`src/rtl/uart_tx_arbiter.sv`:
```
`default_nettype none
// ---------------------------------------------------------------------------
// uart_tx_arbiter: round-robin arbitration of byte requesters onto one UART tx.
// Optional parity bit: define UART_TX_ARBITER_PARITY_EN.      Revision: 1.0
// ---------------------------------------------------------------------------
module uart_tx_arbiter #(
  parameter int unsigned NumReq  = 4,
  parameter int unsigned BitCntW = 16
) (
  input  logic                      clk_i,
  input  logic                      rst_ni,
  input  logic [NumReq-1:0]         req_valid_i,
  input  logic [NumReq*8-1:0]       req_data_i,
  output logic [NumReq-1:0]         req_ready_o,
  input  logic                      tx_enable_i,
  input  logic [BitCntW-1:0]        bit_cycles_i,
  input  logic                      parity_odd_i,
  output logic                      tx_o,
  output logic                      busy_o,
  output logic [$clog2(NumReq)-1:0] grant_idx_o
);

  localparam int unsigned     IdxW      = $clog2(NumReq);
  localparam logic [IdxW:0]   NumReqExt = (IdxW+1)'(NumReq);
  localparam logic [IdxW-1:0] LastIdx   = IdxW'(NumReq - 1);

  localparam logic [2:0] IDLE   = 3'd0;
  localparam logic [2:0] START  = 3'd1;
  localparam logic [2:0] DATA   = 3'd2;
`ifdef UART_TX_ARBITER_PARITY_EN
  localparam logic [2:0] PARITY = 3'd3;
`endif
  localparam logic [2:0] STOP   = 3'd4;

  logic [2:0]         state_q,   state_d;
  logic [BitCntW-1:0] cnt_q,     cnt_d;
  logic [BitCntW-1:0] period_q,  period_d;
  logic [7:0]         data_q,    data_d;
  logic [2:0]         bit_idx_q, bit_idx_d;
  logic               tx_q,      tx_d;
  logic [IdxW-1:0]    ptr_q,     ptr_d;
  logic [IdxW-1:0]    grant_q,   grant_d;

  logic               sel_found;
  logic [IdxW-1:0]    sel_idx;
  logic [IdxW:0]      cand;
  logic               grant_en;
  logic               bit_done;

`ifndef UART_TX_ARBITER_PARITY_EN
  logic unused_parity;
  assign unused_parity = parity_odd_i;
`endif

  // First valid requester at or after the round-robin pointer.
  always_comb begin
    sel_found = 1'b0;
    sel_idx   = '0;
    cand      = '0;
    for (int i = 0; i < NumReq; i++) begin
      cand = {1'b0, ptr_q} + (IdxW+1)'(i);
      if (cand >= NumReqExt) cand = cand - NumReqExt;
      if (!sel_found && req_valid_i[cand[IdxW-1:0]]) begin
        sel_found = 1'b1;
        sel_idx   = cand[IdxW-1:0];
      end
    end
  end

  // Reset is folded in so ready reads zero while rst_ni is held low.
  assign grant_en = rst_ni && (state_q == IDLE) && tx_enable_i && sel_found;

  always_comb begin
    req_ready_o = '0;
    if (grant_en) req_ready_o[sel_idx] = 1'b1;
  end

  assign bit_done = (cnt_q == '0);

  always_comb begin
    state_d   = state_q;
    cnt_d     = cnt_q;
    period_d  = period_q;
    data_d    = data_q;
    bit_idx_d = bit_idx_q;
    tx_d      = tx_q;
    ptr_d     = ptr_q;
    grant_d   = grant_q;

    if (state_q != IDLE) begin
      cnt_d = bit_done ? (period_q - BitCntW'(1)) : (cnt_q - BitCntW'(1));
    end

    case (state_q)
      IDLE: begin
        if (grant_en) begin
          period_d = (bit_cycles_i == '0) ? BitCntW'(1) : bit_cycles_i;
          cnt_d    = period_d - BitCntW'(1);
          data_d   = req_data_i[8*sel_idx +: 8];
          grant_d  = sel_idx;
          ptr_d    = (sel_idx == LastIdx) ? '0 : sel_idx + 1'b1;
          state_d  = START;
          tx_d     = 1'b0;
        end
      end
      START: begin
        if (bit_done) begin
          state_d   = DATA;
          bit_idx_d = '0;
          tx_d      = data_q[0];
        end
      end
      DATA: begin
        if (bit_done) begin
          if (bit_idx_q == 3'd7) begin
`ifdef UART_TX_ARBITER_PARITY_EN
            state_d = PARITY;
            tx_d    = (^data_q) ^ parity_odd_i;
`else
            state_d = STOP;
            tx_d    = 1'b1;
`endif
          end else begin
            bit_idx_d = bit_idx_q + 3'd1;
            tx_d      = data_q[bit_idx_q + 3'd1];
          end
        end
      end
`ifdef UART_TX_ARBITER_PARITY_EN
      PARITY: begin
        if (bit_done) begin
          state_d = STOP;
          tx_d    = 1'b1;
        end
      end
`endif
      STOP: begin
        if (bit_done) begin
          state_d = IDLE;
          tx_d    = 1'b1;
        end
      end
      default: begin
        state_d = IDLE;
        tx_d    = 1'b1;
      end
    endcase
  end

  always_ff @(posedge clk_i or negedge rst_ni) begin
    if (!rst_ni) begin
      state_q   <= IDLE;
      cnt_q     <= '0;
      period_q  <= BitCntW'(1);
      data_q    <= '0;
      bit_idx_q <= '0;
      tx_q      <= 1'b1;
      ptr_q     <= '0;
      grant_q   <= '0;
    end else begin
      state_q   <= state_d;
      cnt_q     <= cnt_d;
      period_q  <= period_d;
      data_q    <= data_d;
      bit_idx_q <= bit_idx_d;
      tx_q      <= tx_d;
      ptr_q     <= ptr_d;
      grant_q   <= grant_d;
    end
  end

  assign tx_o        = tx_q;
  assign busy_o      = (state_q != IDLE);
  assign grant_idx_o = grant_q;

endmodule
`default_nettype wire

```
`config.mk`:
```
export PLATFORM = sky130hd
export DESIGN_NAME = uart_tx_arbiter
export DESIGN_NICKNAME = d
export VERILOG_FILES = /design/src/rtl/uart_tx_arbiter.sv
export SDC_FILE = /design/constraint.sdc
export NUM_CORES = 1
export LEC_CHECK = 0
export CAP_MARGIN = 10
export CORE_MARGIN = 4
export CORE_UTILIZATION = 53
export CTS_CLUSTER_SIZE = 24
export DETAILED_ROUTE_END_ITERATION = 16
export GPL_TIMING_DRIVEN = 0
export PLACE_DENSITY = 0.83
export SETUP_SLACK_MARGIN = 0.4
export SLEW_MARGIN = 10
export SYNTH_ARGS = -nofsm -noshare
export SYNTH_HDL_FRONTEND = slang
export SYNTH_SLANG_ARGS = --single-unit
```
`constraint.sdc`:
```
create_clock -name clk_i -period 4.9 [get_ports clk_i]
set_input_delay 1.47 -clock clk_i [delete_from_list [all_inputs] [get_ports clk_i]]
set_output_delay 1.47 -clock clk_i [all_outputs]
set_load 0.02 [all_outputs]
```
==> results of run 1 <==
==> worst min-delay path, stage by stage, from the launching register on <==
cell	delay [ns]
dfrtp_1	0.35
nand2_1	0.05
nand2_1	0.05
==> timing repair <==
item / CTS / global route
cloned: 0 / 0
pin swaps: 2 / 2
setup buffers: 2 / 1
resized for setup: 35 / 9
setup endpoints to repair: 4 / 6
==> sequential cells by signal (all words and copies together) (netlist names) <==
register	flops
grant_idx_o	2
bit_idx_q	3
state_q	3
tx_o	1
period_q	16
cnt_q	16
ptr_q	2
data_q	8
==> cells in the mapped netlist (7+ instances only) <==
master	number	area share, %
a21oi_1	34	5.0
clkbuf_1	14	1.5
dfrtp_1	49	36
ha_1	8	2.9
mux2i_1	18	5.3
nand2_1	76	8.4
nor2_1	28	3.1
nor3_1	17	2.5
nor4_1	9	1.7
o21ai_0	19	2.8
o221ai_1	10	2.6
xnor2_1	7	1.8
xor2_1	10	2.6
==> power by group <==
part / internal (mW) / switching [mW] / total (mW) / leakage [nW]
clock network: 0.100 / 0.135 / 0.235 / 0.0412
logic: 0.0538 / 0.0394 / 0.0932 / 1.19
registers: 0.421 / 0 / 0.421 / 0.654
total: 0.574 / 0.174 / 0.749 / 1.88
==> per-layer routing <==
| metal | routed length [um] | GRT usage, % | up-vias |
|---|---|---|---|
| met5 | 0 | 0 | - |
| met4 | 166 | 6.73 | 0 |
| met3 | 852 | 4.05 | 21 |
| met2 | 4690 | 41.5 | 171 |
| met1 | 4010 | 37.2 | 1602 |
| li1 | - | - | 1608 |
==> kinds of logic after synthesis <==
family                     synth area share [%]
AOI/OAI and AO/OA                          19.3
DFF                                        37.6
buffers and inverters                      3.16
muxes                                      6.95
xor gates and xnor gates                   4.38
and+or+nand+nor                            25.7
adders and majority gates                  2.94
==> path summary, 6_finish.rpt <==
| check | start | slack, ns | endpoint | cells after the start |
|---|---|---|---|---|
| setup / recovery | req_valid_i[1] | 0.46 | req_ready_o[0] | 7 |
| hold / removal | grant_idx_o[0]$_DFFE_PN0P_ | 0.48 | grant_idx_o[0]$_DFFE_PN0P_ | 2 |
| setup reg to reg | cnt_q[5]$_DFF_PN0_ | 1.59 | cnt_q[14]$_DFF_PN0_ | 14 |
| hold reg to reg | grant_idx_o[0]$_DFFE_PN0P_ | 0.48 | grant_idx_o[0]$_DFFE_PN0P_ | 2 |
| max in group asynchronous | rst_ni | 3.32 | period_q[0]$_DFFE_PN1P_ | 2 |
| min in group asynchronous | rst_ni | 1.04 | period_q[15]$_DFFE_PN0P_ | 1 |
==> stage by stage <==
step | setup TNS [ns] | utilization [%]
floorplan | 0 | -
global placement | -37.46 | 67.7
detailed placement | -3.53 | 68.0
CTS | 0 | 69.9
global route | 0 | 70.5
finish | 0 | 70.5
==> final cells by class <==
type	count	area, sq um	area share, %
repair buffers	65	629	14.7
clock inverters	2	12.5	0.293
multi-input cells	325	2050	47.9
inverters	5	18.8	0.439
well taps	75	93.8	2.20
plain buffers	19	119	2.78
clock buffers	6	72.6	1.70
flip-flops and latches	51	1280	29.9
==> summary.md, run 1 <==
| Metric | Value |
|---|---|
| Status | `finished, final reports clean` |
| Vias/cell | `6.21` |
| Clock transition at path regs | `approximately 0.090 ns` |
| Layout cell share with drive strength beyond 1 | `a little under a tenth` |
| Vias | `approximately 3,400` |
| Startpoint type of the worst setup path | `input pin` |
| TritonCTS clock tree | `built` |
| Power density over the cells | `roughly 180 nW/um^2` |
| Most used DFF post-synth | `dfrtp_1` |
| Cell repeated most along the worst path | `clkbuf_8` |
| Worst path max stage delay | `0.53 ns` |
| Crit Path Category | `input pin to primary output` |
| Worst-Margin Slew | `~0.8 ns` |
| Min Clock Period, post-route | `~4.4 ns` |
| Final hold vios | `0` |
| Skew-Pair Late Insertion Delay | `~0.3 ns` |
| Period utilization | `~91%` |
| Avg Synthesized Cell Area | `8.50 sq um` |
| Critical Path RT | `around 3.4 ns` |
| Top-Level Pins | `64` |
| Area post-placement | `4120 sq um` |
| Syn Nets | `464` |
| Hold buffers post-CTS | `0` |
| Synth async-reset ratio | `between 90% and 100%` |
| Die span in x | `88.1 um` |
| Synth unique cells | `56` |
| GRT Util Overall | `a little over a quarter` |
| Final ANT Viol Nets | `0` |
| CTS buffer count | `5` |
| CTS H-tree lvls | `2` |
| Ant. Diodes | `0` |
| Die H | `between 80 and 90 um` |
| Final Setup Violations | `0` |
| Dpl ws | `-0.924 ns` |
| Clock Path Buffers | `2` |
| GRT overflow | `0` |
| Setup ws final | `around 0.46 ns` |
| DRT Pass-1 Iters | `6` |
| Seq cells post-synth | `approximately 50` |
| Pleak | `around 1.9 nW` |
| Core region area | `6060 sq um` |
| Vias in the first global route | `3,249` |
| HPWL Detailed | `between 7000 and 8000 um` |
| Fill count | `504` |
| Final Slew Violations | `0` |
| RD Place Congestion | `roughly 0.91` |
| Port-buffer cells | `61` |
| Commonest cells after routing, fill and taps aside | `nand2_1, clkdlybuf4s50_1, dfrtp_1` |
| CP delay by family, top | `simple AND/OR/NAND/NOR gates` |
| Crit path buf inv count | `4` |
| Worst rel slew slack | `46.4%` |
| Nets | `536` |
| Clk_skew | `0.0141 ns` |
| Register area share after synthesis | `a little under two fifths` |
| Worst setup EP type | `primary output` |
| Placed Cells incl. Taps | `~540` |
| Row cnt | `28` |
| Number of synthesized flops with an enable pin | `0` |
| WL/cell | `~18 um` |
| Max FO, Critical Path | `10` |
| Starting Density | `a little under three fifths` |
| Post-Syn Area | `3400 sq um` |
| Area Growth Syn to Fin | `25.6%` |
| Largest net degree at the start of global routing | `34` |
| Antenna violations before repair | `0` |
| Max Clk Rate | `225 MHz` |
| Clock Root Buffer | `clkbuf_8` |
| Design Power | `around 0.75 mW` |
| Worst vdd ir | `roughly 0.13 mV` |
| Max-cap violations | `0` |
| Final hold slack | `a little under 0.5 ns` |
| Post-route cell area | `4270 sq um` |
| Die ar. | `7760 sq um` |
| Post-synthesis cell count | `400` |
| Worst Hold Class | `flop to flop` |
| Detailed-route DRC error count | `0` |
| Clock sinks | `51` |
| First-pass GRT wire length | `15,900 um` |
| Worst path cell trace | `clkdlybuf4s15_1, or4_4, and4_4, clkbuf_8, clkbuf_8, and2_1, buf_4` |
| Most common cell after layout, fill and taps aside | `nand2_1` |
| Routed WL | `~9700 um` |
| Synth warnings | `0` |
| CP Data Arrival Time | `2.97 ns` |
| RSZ-0062 raised after global routing | `false` |
| Critical path's slowest cell | `or4_4` |
| 1st-iter DRT viols | `~300` |
| Final Instance Count excl. Fillers | `around 550` |
(Power assumes the default switching activity.)
==> run 2, diff against run 1 <==
PLACE_DENSITY = 0.85   (was 0.83)
==> run 2 against run 1 <==
Cell count up 0.36%. Sequential share of layout area down 0.22 points. Via count up 2.0%. Wire length up 2.1%. Maximum frequency down 0.25%. Utilization up 0.52 points. Clock power up 31%. Die area unchanged. Critical endpoint is now req_ready_o[1].
==> summary.md, run 2 (synthesized netlist as in run 1, its figures left out) <==
| Metric | Value |
|---|---|
| Status | `finished, final reports clean` |
| DRT Pass-1 Iters | `5 (-1)` |
| Worst vdd ir | `0.134 mV (+6.9%)` |
| Design Power | `0.820 mW (+9.5%)` |
| Port-buffer cells | `61 (unchanged)` |
| Starting Density | `56.1% (unchanged)` |
| Crit path buf inv count | `4 (unchanged)` |
| Die H | `88.1 um (unchanged)` |
| Top-Level Pins | `64 (unchanged)` |
| Largest net degree at the start of global routing | `30 (-12%)` |
| RD Place Congestion | `0.918 (+1.1%)` |
| Vias in the first global route | `3,199 (-1.5%)` |
| Clk_skew | `0.00307 ns (-0.0110 ns)` |
| Most common cell after layout, fill and taps aside | `nand2_1` |
| Clk network pwr share | `37.5% (+6.1 points)` |
| GRT Util Overall | `26.1% (+0.12 points)` |
| Pleak | `1.91 nW (+1.2%)` |
| Die ar. | `7760 sq um (unchanged)` |
| Biggest regs | `cnt_q (16), period_q (16), data_q (8)` |
| Max FO, Critical Path | `10 (unchanged)` |
| Comb power frac | `11.2% (-1.2 points)` |
| Worst Hold Class | `flop to flop` |
| Final ANT Viol Nets | `0 (unchanged)` |
| Switching Share | `22.1% (-1.2 points)` |
| Ant. Diodes | `0 (unchanged)` |
| Placed Cells incl. Taps | `537 (unchanged)` |
| Worst path max stage delay | `0.50 ns (-0.03 ns)` |
| Final hold slack | `0.497 ns (+0.0137 ns)` |
| Sequential share of power | `51.3% (-4.9 points)` |
| Power density over the cells | `190 nW/um^2 (+8.7%)` |
| Worst-Margin Slew | `0.695 ns (-0.105 ns)` |
| Layout cell share with drive strength beyond 1 | `9.26% (+0.17 points)` |
| Vias | `3,469 (+2.0%)` |
| Max Clk Rate | `224 MHz (-0.25%)` |
| Net Switching | `0.181 mW (+3.8%)` |
| WL/cell | `18.0 um (+1.7%)` |
| Startpoint type of the worst setup path | `input pin` |
| Core region area | `6060 sq um (unchanged)` |
| Worst setup EP type | `primary output` |
| CP Data Arrival Time | `2.99 ns (+0.02 ns)` |
| GRT overflow | `0 (unchanged)` |
| Final hold vios | `0 (unchanged)` |
| Detailed-route DRC error count | `0 (unchanged)` |
| Nets | `538 (+0.37%)` |
| Worst rel slew slack | `53.4% (+7.0 points)` |
| RSZ-0062 raised after global routing | `true` |
| Routed WL | `9920 um (+2.1%)` |
| TritonCTS clock tree | `built` |
| CTS H-tree lvls | `2 (unchanged)` |
| Critical path's slowest cell | `or4_1` |
| Clock transition at path regs | `0.09 ns (about the same)` |
| Clock Path Buffers | `2 (unchanged)` |
| CP delay by family, top | `simple AND/OR/NAND/NOR gates` |
| Clock Root Buffer | `clkbuf_8` |
| Post-route cell area | `4300 sq um (+0.73%)` |
| Die span in x | `88.1 um (unchanged)` |
| Antenna violations before repair | `0 (unchanged)` |
| Max-cap violations | `0 (unchanged)` |
| Critical Path RT | `3.43 ns (about the same)` |
| Final Slew Violations | `0 (unchanged)` |
| Commonest cells after routing, fill and taps aside | `nand2_1, clkdlybuf4s50_1, dfrtp_1` |
| Skew-Pair Late Insertion Delay | `0.30 ns (about the same)` |
| HPWL Detailed | `7390 um (-0.46%)` |
| Fill count | `459 (-8.9%)` |
| Crit Path Category | `input pin to primary output` |
| CTS buffer count | `5 (unchanged)` |
| Area post-placement | `4120 sq um (unchanged)` |
| Clock sinks | `51 (unchanged)` |
| Period utilization | `90.9% (+0.23 points)` |
| Vias/cell | `6.31 (+1.6%)` |
| Setup_tns | `0 ns (unchanged)` |
| Final Instance Count excl. Fillers | `550 (+0.36%)` |
| First-pass GRT wire length | `15,800 um (-0.65%)` |
| Final Setup Violations | `0 (unchanged)` |
| Worst path cell trace | `clkdlybuf4s15_1, or4_1, and4_1, clkbuf_8, clkbuf_16, and2_1, buf_4` |
| Pint | `0.639 mW (+11%)` |
| Min Clock Period, post-route | `4.46 ns (+0.0111 ns)` |
| Row cnt | `28 (unchanged)` |
| 1st-iter DRT viols | `443 (+51%)` |
| Area Growth Syn to Fin | `26.6%` |
## run 2: metal layers
| layer | share of wire [%] | global-route usage (%) | wire length [um] | vias up |
|---|---|---|---|---|
| met2 | 49 | 43.2 | 4890 | 164 |
| met4 | 1.2 | 7.01 | 121 | 0 |
| met1 | 42 | 36.6 | 4160 | 1674 |
| met5 | 0 | 0 | 0 | - |
| li1 | - | - | - | 1613 |
| met3 | 7.5 | 3.10 | 745 | 18 |
## run 2: power groups by stage
stage	Sequential, mW	Combinational, mW	Clock, mW
4_1_cts	0.421	0.0919	0.307
2_1_floorplan	0.429	0.0254	0
5_1_grt	0.421	0.100	0.321
6_report	0.421	0.0918	0.308
3_3_place_gp	0.429	0.0871	0
3_5_place_dp	0.429	0.0906	0
## run 2: final timing paths
kind,startpoint,end,slack [ns],cells past startpoint
min in group asynchronous,rst_ni,period_q[8]$_DFFE_PN0P_,1.19,1
max in group asynchronous,rst_ni,period_q[0]$_DFFE_PN1P_,3.07,2
min,period_q[14]$_DFFE_PN0P_,period_q[14]$_DFFE_PN0P_,0.50,2
max,req_valid_i[3],req_ready_o[1],0.44,7
min reg2reg,period_q[14]$_DFFE_PN0P_,period_q[14]$_DFFE_PN0P_,0.50,2
max reg2reg,cnt_q[5]$_DFF_PN0_,cnt_q[8]$_DFF_PN0_,1.64,13
## run 2: area by class of cell
class	instances	area, sq um	share of cell area [%]
buffer	19	130	3.02
tap	75	93.8	2.18
multi-input combinational	325	2030	47.1
inverter	5	18.8	0.436
clock inverter	2	35.0	0.814
sequential	51	1280	29.7
timing repair buffer	67	639	14.9
clock buffer	6	82.6	1.92
## run 2: per-stage QoR
stage | worst slack (ns) | util [%]
after global placement | -2.25 | 67.7
after floorplan | 0.412 | -
after detailed placement | -0.914 | 68.0
after CTS | 0.416 | 70.8
final | 0.445 | 71.0
after global routing | 0.377 | 71.0
## run 2: repair_timing
item	CTS	global route
gates resized for setup	37	7
hold buffers	0	0
endpoints found under the setup margin	4	7
pin swaps	2	2
setup buffers	3	2
## run 2: worst min-delay path, delay by kind of cell, from the launching register on
kind             cells  cell delay [ns]
flip-flops           1             0.36
AND/OR/NAND/NOR      2             0.10
